### config.mk
export PLATFORM = sky130hd
export DESIGN_NAME = tt_um_haahalia_serial_sub
export DESIGN_NICKNAME = d
export VERILOG_FILES = /design/src/rtl/haahalia_pkg.sv /design/src/rtl/haahalia_half_sub.sv /design/src/rtl/tt_um_haahalia_serial_sub.sv
export SDC_FILE = /design/constraint.sdc
export NUM_CORES = 1
export LEC_CHECK = 0
export BUFFER_PORTS_ARGS = -buffer_cell sky130_fd_sc_hd__buf_4
export CORE_ASPECT_RATIO = 0.75
export CORE_UTILIZATION = 47
export DETAILED_ROUTE_END_ITERATION = 10
export GPL_TIMING_DRIVEN = 0
export PLACE_DENSITY = 0.77
export SYNTH_ARGS = -nofsm -noshare
export SYNTH_HDL_FRONTEND = slang
export SYNTH_SLANG_ARGS = --single-unit
### constraint.sdc
create_clock -name clk -period 1.8 [get_ports clk]
set_clock_uncertainty 0.1 [all_clocks]
set_input_delay 0.27 -clock clk [delete_from_list [all_inputs] [get_ports clk]]
set_output_delay 0.27 -clock clk [all_outputs]
set_load 0.02 [all_outputs]
### src/rtl/haahalia_pkg.sv
// Shared types and output bit map for the bit-serial subtractor tile.
package haahalia_pkg;

  localparam int unsigned WIDTH = 4;

  localparam int unsigned D_LSB      = 0;
  localparam int unsigned BORROW_BIT = 4;
  localparam int unsigned BUSY_BIT   = 5;
  localparam int unsigned DONE_BIT   = 6;
  localparam int unsigned OVF_BIT    = 7;

  typedef enum logic [0:0] {
    IDLE = 1'b0,
    RUN  = 1'b1
  } state_t;

endpackage

### src/rtl/haahalia_half_sub.sv
// Half-subtractor cell: diff = a - b, borrow when b exceeds a.
module haahalia_half_sub (
  input  logic a_i,
  input  logic b_i,
  output logic diff_o,
  output logic borrow_o
);

  assign diff_o   = a_i ^ b_i;
  assign borrow_o = ~a_i & b_i;

endmodule

### src/rtl/tt_um_haahalia_serial_sub.sv
// Bit-serial 4-bit subtractor, LSB-first, one bit per enabled clock.
// Optional signed overflow flag on uo_out[7] when SUB_SIGNED_OVF_EN is defined.
module tt_um_haahalia_serial_sub
  import haahalia_pkg::*;
(
  input  logic [7:0] ui_in,
  output logic [7:0] uo_out,
  input  logic [7:0] uio_in,
  output logic [7:0] uio_out,
  output logic [7:0] uio_oe,
  input  logic       ena,
  input  logic       clk,
  input  logic       rst_n
);

  localparam int unsigned CntW = $clog2(WIDTH);

  state_t           state_q, state_d;
  logic             start_q;
  logic [WIDTH-1:0] a_sr_q, a_sr_d, b_sr_q, b_sr_d, d_sr_q, d_sr_d, d_q, d_d;
  logic [CntW-1:0]  count_q, count_d;
  logic             bflop_q, bflop_d, borrow_q, borrow_d;
  logic             busy_q, busy_d, done_q, done_d;
  logic             accept, complete, ovf;
  logic             diff1, bor1, step_diff, bor2, step_borrow;
  logic             unused_uio;

  assign unused_uio = ^uio_in[7:1];

  assign accept   = ena && (state_q == IDLE) && uio_in[0] && !start_q;
  assign complete = ena && (state_q == RUN) && (count_q == CntW'(WIDTH - 1));

  // Full-subtract step: (a0 - b0) then minus the stored borrow.
  haahalia_half_sub u_hs_ab (
    .a_i      (a_sr_q[0]),
    .b_i      (b_sr_q[0]),
    .diff_o   (diff1),
    .borrow_o (bor1)
  );

  haahalia_half_sub u_hs_bin (
    .a_i      (diff1),
    .b_i      (bflop_q),
    .diff_o   (step_diff),
    .borrow_o (bor2)
  );

  assign step_borrow = bor1 | bor2;

  always_comb begin
    state_d  = state_q;
    a_sr_d   = a_sr_q;
    b_sr_d   = b_sr_q;
    d_sr_d   = d_sr_q;
    d_d      = d_q;
    count_d  = count_q;
    bflop_d  = bflop_q;
    borrow_d = borrow_q;
    busy_d   = busy_q;
    done_d   = done_q;
    if (accept) begin
      state_d = RUN;
      a_sr_d  = ui_in[3:0];
      b_sr_d  = ui_in[7:4];
      count_d = '0;
      bflop_d = 1'b0;
      busy_d  = 1'b1;
      done_d  = 1'b0;
    end else if (ena && state_q == RUN) begin
      bflop_d = step_borrow;
      a_sr_d  = a_sr_q >> 1;
      b_sr_d  = b_sr_q >> 1;
      d_sr_d  = {step_diff, d_sr_q[WIDTH-1:1]};
      count_d = count_q + CntW'(1);
      if (complete) begin
        d_d      = d_sr_d;
        borrow_d = step_borrow;
        busy_d   = 1'b0;
        done_d   = 1'b1;
        state_d  = IDLE;
      end
    end
  end

  always_ff @(posedge clk or negedge rst_n) begin
    if (!rst_n) begin
      state_q  <= IDLE;
      start_q  <= 1'b0;
      a_sr_q   <= '0;
      b_sr_q   <= '0;
      d_sr_q   <= '0;
      d_q      <= '0;
      count_q  <= '0;
      bflop_q  <= 1'b0;
      borrow_q <= 1'b0;
      busy_q   <= 1'b0;
      done_q   <= 1'b0;
    end else if (ena) begin
      state_q  <= state_d;
      start_q  <= uio_in[0];
      a_sr_q   <= a_sr_d;
      b_sr_q   <= b_sr_d;
      d_sr_q   <= d_sr_d;
      d_q      <= d_d;
      count_q  <= count_d;
      bflop_q  <= bflop_d;
      borrow_q <= borrow_d;
      busy_q   <= busy_d;
      done_q   <= done_d;
    end
  end

`ifdef SUB_SIGNED_OVF_EN
  // Operand signs are kept aside since the shift registers lose them during RUN.
  logic a_sign_q, a_sign_d, b_sign_q, b_sign_d, ovf_q, ovf_d;

  always_comb begin
    a_sign_d = a_sign_q;
    b_sign_d = b_sign_q;
    ovf_d    = ovf_q;
    if (accept) begin
      a_sign_d = ui_in[3];
      b_sign_d = ui_in[7];
    end
    if (complete) begin
      ovf_d = (a_sign_q != b_sign_q) && (step_diff != a_sign_q);
    end
  end

  always_ff @(posedge clk or negedge rst_n) begin
    if (!rst_n) begin
      a_sign_q <= 1'b0;
      b_sign_q <= 1'b0;
      ovf_q    <= 1'b0;
    end else begin
      a_sign_q <= a_sign_d;
      b_sign_q <= b_sign_d;
      ovf_q    <= ovf_d;
    end
  end

  assign ovf = ovf_q;
`else
  assign ovf = 1'b0;
`endif

  always_comb begin
    uo_out                    = '0;
    uo_out[D_LSB +: WIDTH]    = d_q;
    uo_out[BORROW_BIT]        = borrow_q;
    uo_out[BUSY_BIT]          = busy_q;
    uo_out[DONE_BIT]          = done_q;
    uo_out[OVF_BIT]           = ovf;
  end

  assign uio_out = '0;
  assign uio_oe  = '0;

endmodule

==> impl_results.md, run 1 <==
- Syn Area/Cell: 11.27 sq um
- Detailed-route via count: 722
- Remaining DRCs: 4
- PortBufs: 18
- Chip height: 43.99 um
- CTS tree: built
- Outcome: finished with violations
- Slew Limit Fails: 0
- Clock Sinks: 22
- Seq/Total Area, Yosys: 0.4983
- Area Growth Syn to Fin: 24.58%
- Clock Tree Root: clkbuf_4
- Fin crit period: 1.493 ns
- Avg WL per Cell: 11.03 um
- Synth cell types: 22
- Total power: 1845 uW
- Clock Tree Buf Depth: 2
- Failing checks: DRC
- Synth Warn #: 0
- Die Area: 0.002551 sq mm
- Starting Density: 0.5256
- Inst Count DP: 156
- Vias per inst: 4.484
- Final setup viols: 0
- Worst hold margin: 0.04846 ns
- Remaining global-route overflow: 0
- Initial antenna violation count: 0
- Layout Cells excl Fill: 161
- Rows: 14
- Ant diodes: 0
- Cells after synthesis: 98
- Fill count: 167
- Post-CTS setup buffers: 0
- Maximum vdd drop: 0.5622 mV
- CP Class: flip-flop to output port
- First-pass GRT wire length: 2829 um
- Largest net degree at the start of global routing: 23
- Critical path arrival: 1.12 ns
- Crit Path Max Fanout: 7
- Max-cap violations: 0
- Clock transition at path regs: 0.12 ns
- PwrDens: 1341 mW/mm^2
- Num ports: 43
- Worst EP required: 1.43 ns
- Layout cells sized above 1: 0.4088
- R2r setup slk: 0.42 ns
- Pleak: 0.0007328 uW
- Iter 0 DRT Violations: 14
- Worst Setup End Kind: output port
- Core area: 0.002102 sq mm
- Routed Antenna Nets: 0
- Total track usage: 0.1523
- #FFs+latches synth: 22
- Worst min path class: input pin to flip-flop
- Number of global-route vias before repair: 682
- Post-Route WL: 1776 um
- Post-CTS Resized: 0
- RSZ-0062 raised after global routing: no
- Setup TNS: 0 ns
- Hold Vio Cnt, Final: 0
- Final Cycle Share: 0.8293
- Clock H-tree levels: 1
- Die X: 57.99 um
- NumNets Final: 159
- F_max: 669.9 MHz
- Clk Latency, worst-skew pair: 0.31 ns
- Cell area after synthesis: 0.001105 sq mm
- Total CTS buffers: 3
- Startpoint types: flip-flop
- DRT Pass-1 Iters: 9
- GPL Wtd Cong: 0.7471
metal layers:
layer	vias up	global-route usage	wire (um)
met1	330	0.1747	772
met5	-	0	0
li1	371	-	-
met3	0	0.06567	83
met4	0	0.02381	0
met2	21	0.2713	920
state kept, by name (all words and copies together) (netlist names):
signal and count:
a_sr_q 4, borrow_q 1, busy_q 1, b_sr_q 4
d_q 4, done_q 1, start_q 1, bflop_q 1
d_sr_q 3, count_q 2
what timing repair did:
item | 4_1_cts | 5_1_grt
hold endpoints to repair | 22 | 0
hold buffers | 1 | 0
setup endpoints to repair | 0 | 0
worst max-delay path: stages, from the launching register on:
cell     delay [ns]
dfrtp_1        0.50
buf_4          0.17
buf_4          0.14
area by class of cell:
type | instances | area [sq um] | area share
Buffer | 23 | 177.7 | 0.1291
Clock buffer | 4 | 36.28 | 0.02636
Tap cell | 24 | 30.03 | 0.02182
Inverter | 4 | 15.01 | 0.01091
Sequential cell | 22 | 550.5 | 0.4000
Multi-Input combinational cell | 65 | 421.7 | 0.3064
Timing Repair Buffer | 19 | 145.1 | 0.1055
cell usage after synthesis:
| cell | number | share of area |
|---|---|---|
| dfrtp_1 | 22 | 0.50 |
| buf_4 | 20 | 0.14 |
| nand2_1 | 11 | 0.037 |
| mux2_2 | 8 | 0.082 |
| nand3_1 | 6 | 0.027 |
| o21ai_0 | 6 | 0.027 |
| mux2i_1 | 5 | 0.045 |
| inv_1 | 4 | 0.014 |
| buf_6 | 2 | 0.020 |
| o21ai_1 | 2 | 0.0091 |
| a21oi_1 | 1 | 0.0045 |
| a31oi_1 | 1 | 0.0057 |
| and4bb_4 | 1 | 0.015 |
| buf_2 | 1 | 0.0045 |
| conb_1 | 1 | 0.0034 |
| fa_1 | 1 | 0.018 |
| ha_1 | 1 | 0.011 |
| nand2_4 | 1 | 0.010 |
| nand3_2 | 1 | 0.0091 |
| nand4bb_1 | 1 | 0.010 |
| o21a_1 | 1 | 0.0068 |
| o22ai_1 | 1 | 0.0057 |
logic make-up after synthesis:
logic type,count (synthesis),synth area share
buf+inv,27,0.1744
mux,13,0.1268
flops,22,0.4983
other cells,1,0.003394
simple gates,21,0.1087
fa+ha+maj,2,0.02944
compound gates,12,0.05890
placed cells by master (no fill, tap or decap), types with 2 or more instances in the layout:
cell type	n
dfrtp_1	22
o21ai_0	6
mux2_2	8
buf_6	2
buf_4	38
inv_1	4
nand3_1	6
mux2i_1	5
clkbuf_4	3
o21ai_1	2
nand2_1	11
conb_1	17
per-stage QoR:
stage / utilization / instance area, sq um / worst slack [ns]
2_1_floorplan: - / 1165 / 0.4767
3_3_place_gp: 0.6327 / 1330 / 0.4346
3_5_place_dp: 0.6327 / 1330 / 0.4194
4_1_cts: 0.6548 / 1376 / 0.3011
5_1_grt: 0.6548 / 1376 / 0.2524
6_report: 0.6548 / 1376 / 0.3073
power breakdown:
part / internal, uW / switching [uW]
Clock: 123 / 148
Combinational: 390 / 355
Sequential: 694 / 135
final timing paths:
| kind | startpoint | endpoint | depth (start not counted) |
|---|---|---|---|
| max | busy_q | uo_out[5] | 2 |
| min | ui_in[3] | a_sr_q[3] | 3 |
| max reg2reg | b_sr_q[0] | d_sr_q[3] | 3 |
| min reg2reg | borrow_q | borrow_q | 2 |
| max in group asynchronous | rst_n | d_q[0] | 2 |
| min in group asynchronous | rst_n | d_sr_q[1] | 2 |
No activity file was read; power rests on OpenSTA's default activity.
==> inputs of run 2 (changes only) <==
- CORE_UTILIZATION: 47 -> 43
- PLACE_DENSITY: 0.77 -> 0.75
- clock period: 1.8 -> 1.35 ns (I/O delays scaled with it)
==> run 2 against run 1 <==
Net effect:
- the flow finishes with violations (setup timing)
- power rose by 38%
- non-clock buffer count rose by 12
- cell count rose by 13%
- largest power group is now combinational cells
- routed wire length rose by 11%
- sequential share of layout area fell by 3.4 points
- critical endpoint is now d_q[3]
- die area rose by 8.9%
- final area rose by 9.5%
- clock power rose by 4%
- sequential power rose by 34%
==> impl_results.md, run 2 (synthesis gave the netlist of run 1 again) <==
- Hold Vio Cnt, Final: 0
- PortBufs: 18
- Largest net degree at the start of global routing: 23
- GPL Wtd Cong: 0.7104
- DR WL met2: 1023 um
- Outcome: finished with violations
- Critical path arrival: 1.48 ns
- NumNets Final: 171
- Clock Sinks: 22
- Rows: 15
- Worst Setup End Kind: flip-flop
- DRT Pass-1 Iters: 3
- Hold Crit Depth: 3
- Worst Hold Launch: ui_in[5]
- Fin worst setup slack: -0.03419 ns
- Most frequent cells in the layout: buf_4 (45), dfrtp_1 (21), conb_1 (17)
- CP Class: flip-flop to flip-flop
- Worst EP required: 1.44 ns
- RSZ-0062 raised after global routing: yes
- Clock Tree Root: clkbuf_4
- Routed Antenna Nets: 0
- Vias per inst: 4.225
- Worst-case hold path end point: b_sr_q[1]
- Final Cell Area: 0.001508 sq mm
- Worst stage delay on the critical path: 0.49 ns
- F_max: 722.4 MHz
- Fill count: 218
- First-pass GRT wire length: 3222 um
- Sw Ratio: 0.3421
- Top flop regs: a_sr_q x4, b_sr_q x4, d_q x4
- Ant diodes: 0
- Reg2Reg Launch Point: bflop_q
- Logic pwr share: 0.454
- Total track usage: 0.1606
- Remaining DRCs: 0
- Final Cycle Share: 1.025
- Slew Limit Fails: 0
- Avg WL per Cell: 10.80 um
- Area Growth Syn to Fin: 36.47%
- Clock Tree Buf Depth: 2
- Iter 0 DRT Violations: 10
- Highest Signal Layer: met3
- Crit Path Max Fanout: 2
- Int Pwr: 1677 uW
- Max-cap violations: 0
- Setup TNS: -0.06488 ns
- Die Area: 0.002778 sq mm
- Worst Reg2Reg Path Length in Cells: 3
- Chip height: 45.90 um
- Die X: 60.53 um
- Number of global-route vias before repair: 756
- Worst min path class: input pin to flip-flop
- Startpoint types: flip-flop
- Initial antenna violation count: 0
- Clock transition at path regs: 0.11 ns
- Total CTS buffers: 3
- Sw Pwr: 872.2 uW
- Length of routed met3 wiring: 84 um
- Crit-path slowest cell: fa_1
- Layout cells sized above 1: 0.4459
- Num ports: 43
- Reg2reg end: d_q[3]
- Starting Density: 0.4672
- Clock H-tree levels: 1
- Met1 WL: 858 um
- Core area: 0.002365 sq mm
- Remaining global-route overflow: 0
- Detailed-route via count: 769
- HPWL Detailed: 1377 um
- Pleak: 0.0007982 uW
- Clock share of power: 0.110
- Failing checks: setup timing
- Commonest non-fill, non-tap cell in the layout: buf_4
- PwrDens: 1691 mW/mm^2
- Maximum vdd drop: 0.7650 mV
- DP Area: 0.001343 sq mm
- R2r setup slk: -0.03 ns
- Clk Latency, worst-skew pair: 0.29 ns
- CTS tree: built
- Post-Route WL: 1966 um
- Fin crit period: 1.384 ns
- Sequential share of power: 0.436
- CP Cell Sequence: inv_2 > fa_1 > mux2_2
- Final setup viols: 2
## run 2: metrics by stage
stage               std cells  hold slack [ns]  power, uW  utilization  setup slack [ns]
floorplan                 114          -0.1931       1798            -           0.02673
global placement          166       -0.0002721       2063       0.5677          -0.01627
detailed placement        166         0.006771       2118       0.5677          -0.03114
CTS                       175         0.001709       2472       0.6095          -0.04535
global route              182         0.004346       2746       0.6376          -0.09487
finish                    182          0.01313       2550       0.6376          -0.03419
## run 2: how the worst max path moves through the flow
stage / startpoint / slack [ns] / cells past startpoint / to
after floorplan: b_sr_q[0] / 0.03 / 3 / d_q[3]
after global placement: b_sr_q[0] / -0.02 / 3 / d_q[3]
after detailed placement: b_sr_q[0] / -0.03 / 3 / d_q[3]
after CTS: a_sr_q[0] / -0.05 / 2 / d_q[3]
after global routing: bflop_q / -0.09 / 3 / d_q[3]
final: bflop_q / -0.03 / 3 / d_q[3]
## run 2: power by group through the flow
stage | sequential, uW | combinational (uW) | clock, uW
global placement | 1100 | 965 | 0
global route | 1150 | 1280 | 317
floorplan | 1150 | 650 | 0
finish | 1110 | 1160 | 281
detailed placement | 1120 | 996 | 0
CTS | 1120 | 1060 | 292
## run 2: per-layer routing
metal  GRT usage  vias to the layer above
met3     0.05114                        0
met4     0.01364                        0
li1            -                      393
met2      0.2967                       17
met5           0                        -
met1      0.1910                      359
## run 2: area by class of cell
class | count | area, sq um | area share
plain buffers | 23 | 183.9 | 0.1220
multi-input cells | 65 | 442.9 | 0.2938
clock buffers | 3 | 22.52 | 0.01494
inverters | 4 | 15.01 | 0.009958
flip-flops and latches | 22 | 551.8 | 0.3660
repair buffers | 31 | 249.0 | 0.1651
well taps | 34 | 42.54 | 0.02822
## run 2: critical path, delay by kind of cell (launching register included)
| kind | cells | cell delay, ns |
|---|---|---|
| buffers and inverters | 1 | 0.04 |
| adder cells (fa/ha/maj) | 1 | 0.49 |
| flip-flops | 1 | 0.38 |
| multiplexers | 1 | 0.27 |
## run 2: what timing repair did
item,CTS,global route
hold buffers,5,0
hold endpoints to repair,26,0
gates resized for setup,6,7
pin swaps,1,2
buffers inserted,1,6
endpoints found under the setup margin,6,12
gates cloned,0,1
==> inputs of run 3 (changes only) <==
- CELL_PAD_IN_SITES_DETAIL_PLACEMENT: default -> 0
- CELL_PAD_IN_SITES_GLOBAL_PLACEMENT: default -> 2
- CORE_UTILIZATION: 43 -> 26
- PLACE_DENSITY: 0.75 -> default
- PLACE_DENSITY_LB_ADDON: default -> 0.1
==> run 3 against run 2 <==
Net effect:
- the run still ends with setup timing left
- fmax is essentially flat
- die area rose by 63%
- worst setup slack better by 0.0014 ns
- largest cell class unchanged
- power is 4.3% higher
==> impl_results.md, run 3 (synthesis gave the netlist of run 1 again) <==
- Outcome: finished with violations
- Failing checks: setup timing
- Setup TNS: -0.05924 ns
- Crit-path slowest cell: fa_1
- Remaining global-route overflow: 0
- Remaining DRCs: 0
- Clock Tree Buf Depth: 2
- Die Area: 0.004517 sq mm
- PortBufs: 18
- Iter 0 DRT Violations: 6
- Clock transition at path regs: 0.07 ns
- First-pass GRT wire length: 3222 um
- Final Cycle Share: 1.024
- CP Class: flip-flop to flip-flop
- Commonest non-fill, non-tap cell in the layout: buf_4
- Maximum vdd drop: 0.6447 mV
- Total track usage: 0.09498
- Routed Antenna Nets: 0
- Core area: 0.004054 sq mm
- Num ports: 43
- Worst Setup End Kind: flip-flop
- Clock Tree Root: clkbuf_8
- RSZ-0062 raised after global routing: yes
- Avg WL per Cell: 10.10 um
- NumNets Final: 167
- Top flop regs: a_sr_q x4, b_sr_q x4, d_q x4
- Number of global-route vias before repair: 679
- Fill count: 425
- Fin worst setup slack: -0.03283 ns
- Final setup viols: 2
- Layout Cells excl Fill: 199
- Clock Sinks: 22
- Layout cells sized above 1: 0.5139
- HPWL Detailed: 1345 um
- Starting Density: 0.2725
- Slew Limit Fails: 0
- Die X: 77.27 um
- Total CTS buffers: 3
- Largest net degree at the start of global routing: 23
- Detailed-route via count: 769
- CTS tree: built
- Max-cap violations: 0
- Worst Hold Launch: ui_in[7]
- DRT Pass-1 Iters: 3
- Worst EP required: 1.39 ns
- Ant diodes: 0
- Worst stage delay on the critical path: 0.49 ns
- Post-Route WL: 2010 um
- Pleak: 0.0007874 uW
- F_max: 723.2 MHz
- Crit path launch: b_sr_q[0]
- Hold Vio Cnt, Final: 0
- Clk Latency, worst-skew pair: 0.26 ns
- Reg2Reg Launch Point: b_sr_q[0]
- Startpoint types: flip-flop
- Initial antenna violation count: 0
- Worst min path class: input pin to flip-flop
- Vias per inst: 3.864
- Crit Path Max Fanout: 2
- Clock H-tree levels: 1
- Chip height: 58.46 um
- Fin crit period: 1.383 ns
- Critical path arrival: 1.43 ns
- Pre-CTS WS: -0.03601 ns
- Most frequent cells in the layout: buf_4 (44), dfrtp_1 (21), conb_1 (17)
- PwrDens: 1716 mW/mm^2
- GPL Wtd Cong: 0.6694
- CP Cell Sequence: inv_1 > fa_1 > mux2_2
- Area Growth Syn to Fin: 40.32%
- Inst Count DP: 187
- Rows: 20
-- run 3: changes by cell type in the layout (fill, tap and decap cells not counted), moves of 3 or more --
cell	delta
nand2_2	+6
mux2_4	-3
clkbuf_4	-3
nand2_1	-6
dlygate4sd3_1	-4
o21ai_0	-3
buf_6	-3
clkbuf_8	+3
mux2_2	+3
-- run 3: path summary, 6_finish.rpt --
check                                  to  slack, ns  depth (start not counted)
min in group asynchronous         start_q       0.27                          2
worst max-delay path            d_sr_q[3]      -0.03                          3
max in group asynchronous          busy_q       0.63                          2
worst min register to register   borrow_q       0.39                          2
worst min-delay path            b_sr_q[3]       0.03                          3
worst max register to register  d_sr_q[3]      -0.03                          3
-- run 3: final cells by class --
type,instances,area [sq um],share of cell area
plain buffers,23,181.4,0.1170
clock buffers,3,41.29,0.02663
inverters,4,15.01,0.009685
multi-input cells,65,456.7,0.2946
flip-flops and latches,22,551.8,0.3559
well taps,55,68.82,0.04439
repair buffers,27,235.2,0.1517
-- run 3: timing repair --
| item | in CTS | in global routing |
|---|---|---|
| setup buffers | 1 | 6 |
| hold endpoints to repair | 22 | 0 |
| gates cloned | 0 | 1 |
| endpoints found under the setup margin | 8 | 16 |
| pin swaps | 0 | 6 |
| hold buffers | 1 | 0 |
| gates resized for setup | 0 | 16 |
-- run 3: worst max-delay path, delay by kind of cell (launching register included) --
family                   cells  cell delay (ns)
adder cells (fa/ha/maj)      1             0.49
flip-flops                   1             0.35
multiplexers                 1             0.27
buffers and inverters        1             0.06
-- run 3: power by group --
| part | switching [uW] | internal, uW | total (uW) |
|---|---|---|---|
| clock network | 196 | 199 | 395 |
| logic | 507 | 639 | 1150 |
| registers | 187 | 932 | 1120 |
-- run 3: per-stage QoR --
step | instance area, sq um | power (uW) | hold slack, ns | util
CTS | 1428 | 2537 | 0.02478 | 0.3522
global placement | 1369 | 2098 | 0.01534 | 0.3377
global route | 1550 | 2863 | 0.04114 | 0.3824
floorplan | 1165 | 1798 | -0.1931 | -
finish | 1550 | 2660 | 0.02857 | 0.3824
detailed placement | 1369 | 2119 | 0.01285 | 0.3377
-- run 3: per-layer routing --
layer / wire [um] / vias to the layer above / global-route usage
met4: 10 / 0 / 0.01617
met5: 0 / - / 0
li1: - / 387 / -
met2: 956 / 24 / 0.1643
met1: 922 / 356 / 0.1146
met3: 121 / 2 / 0.03721
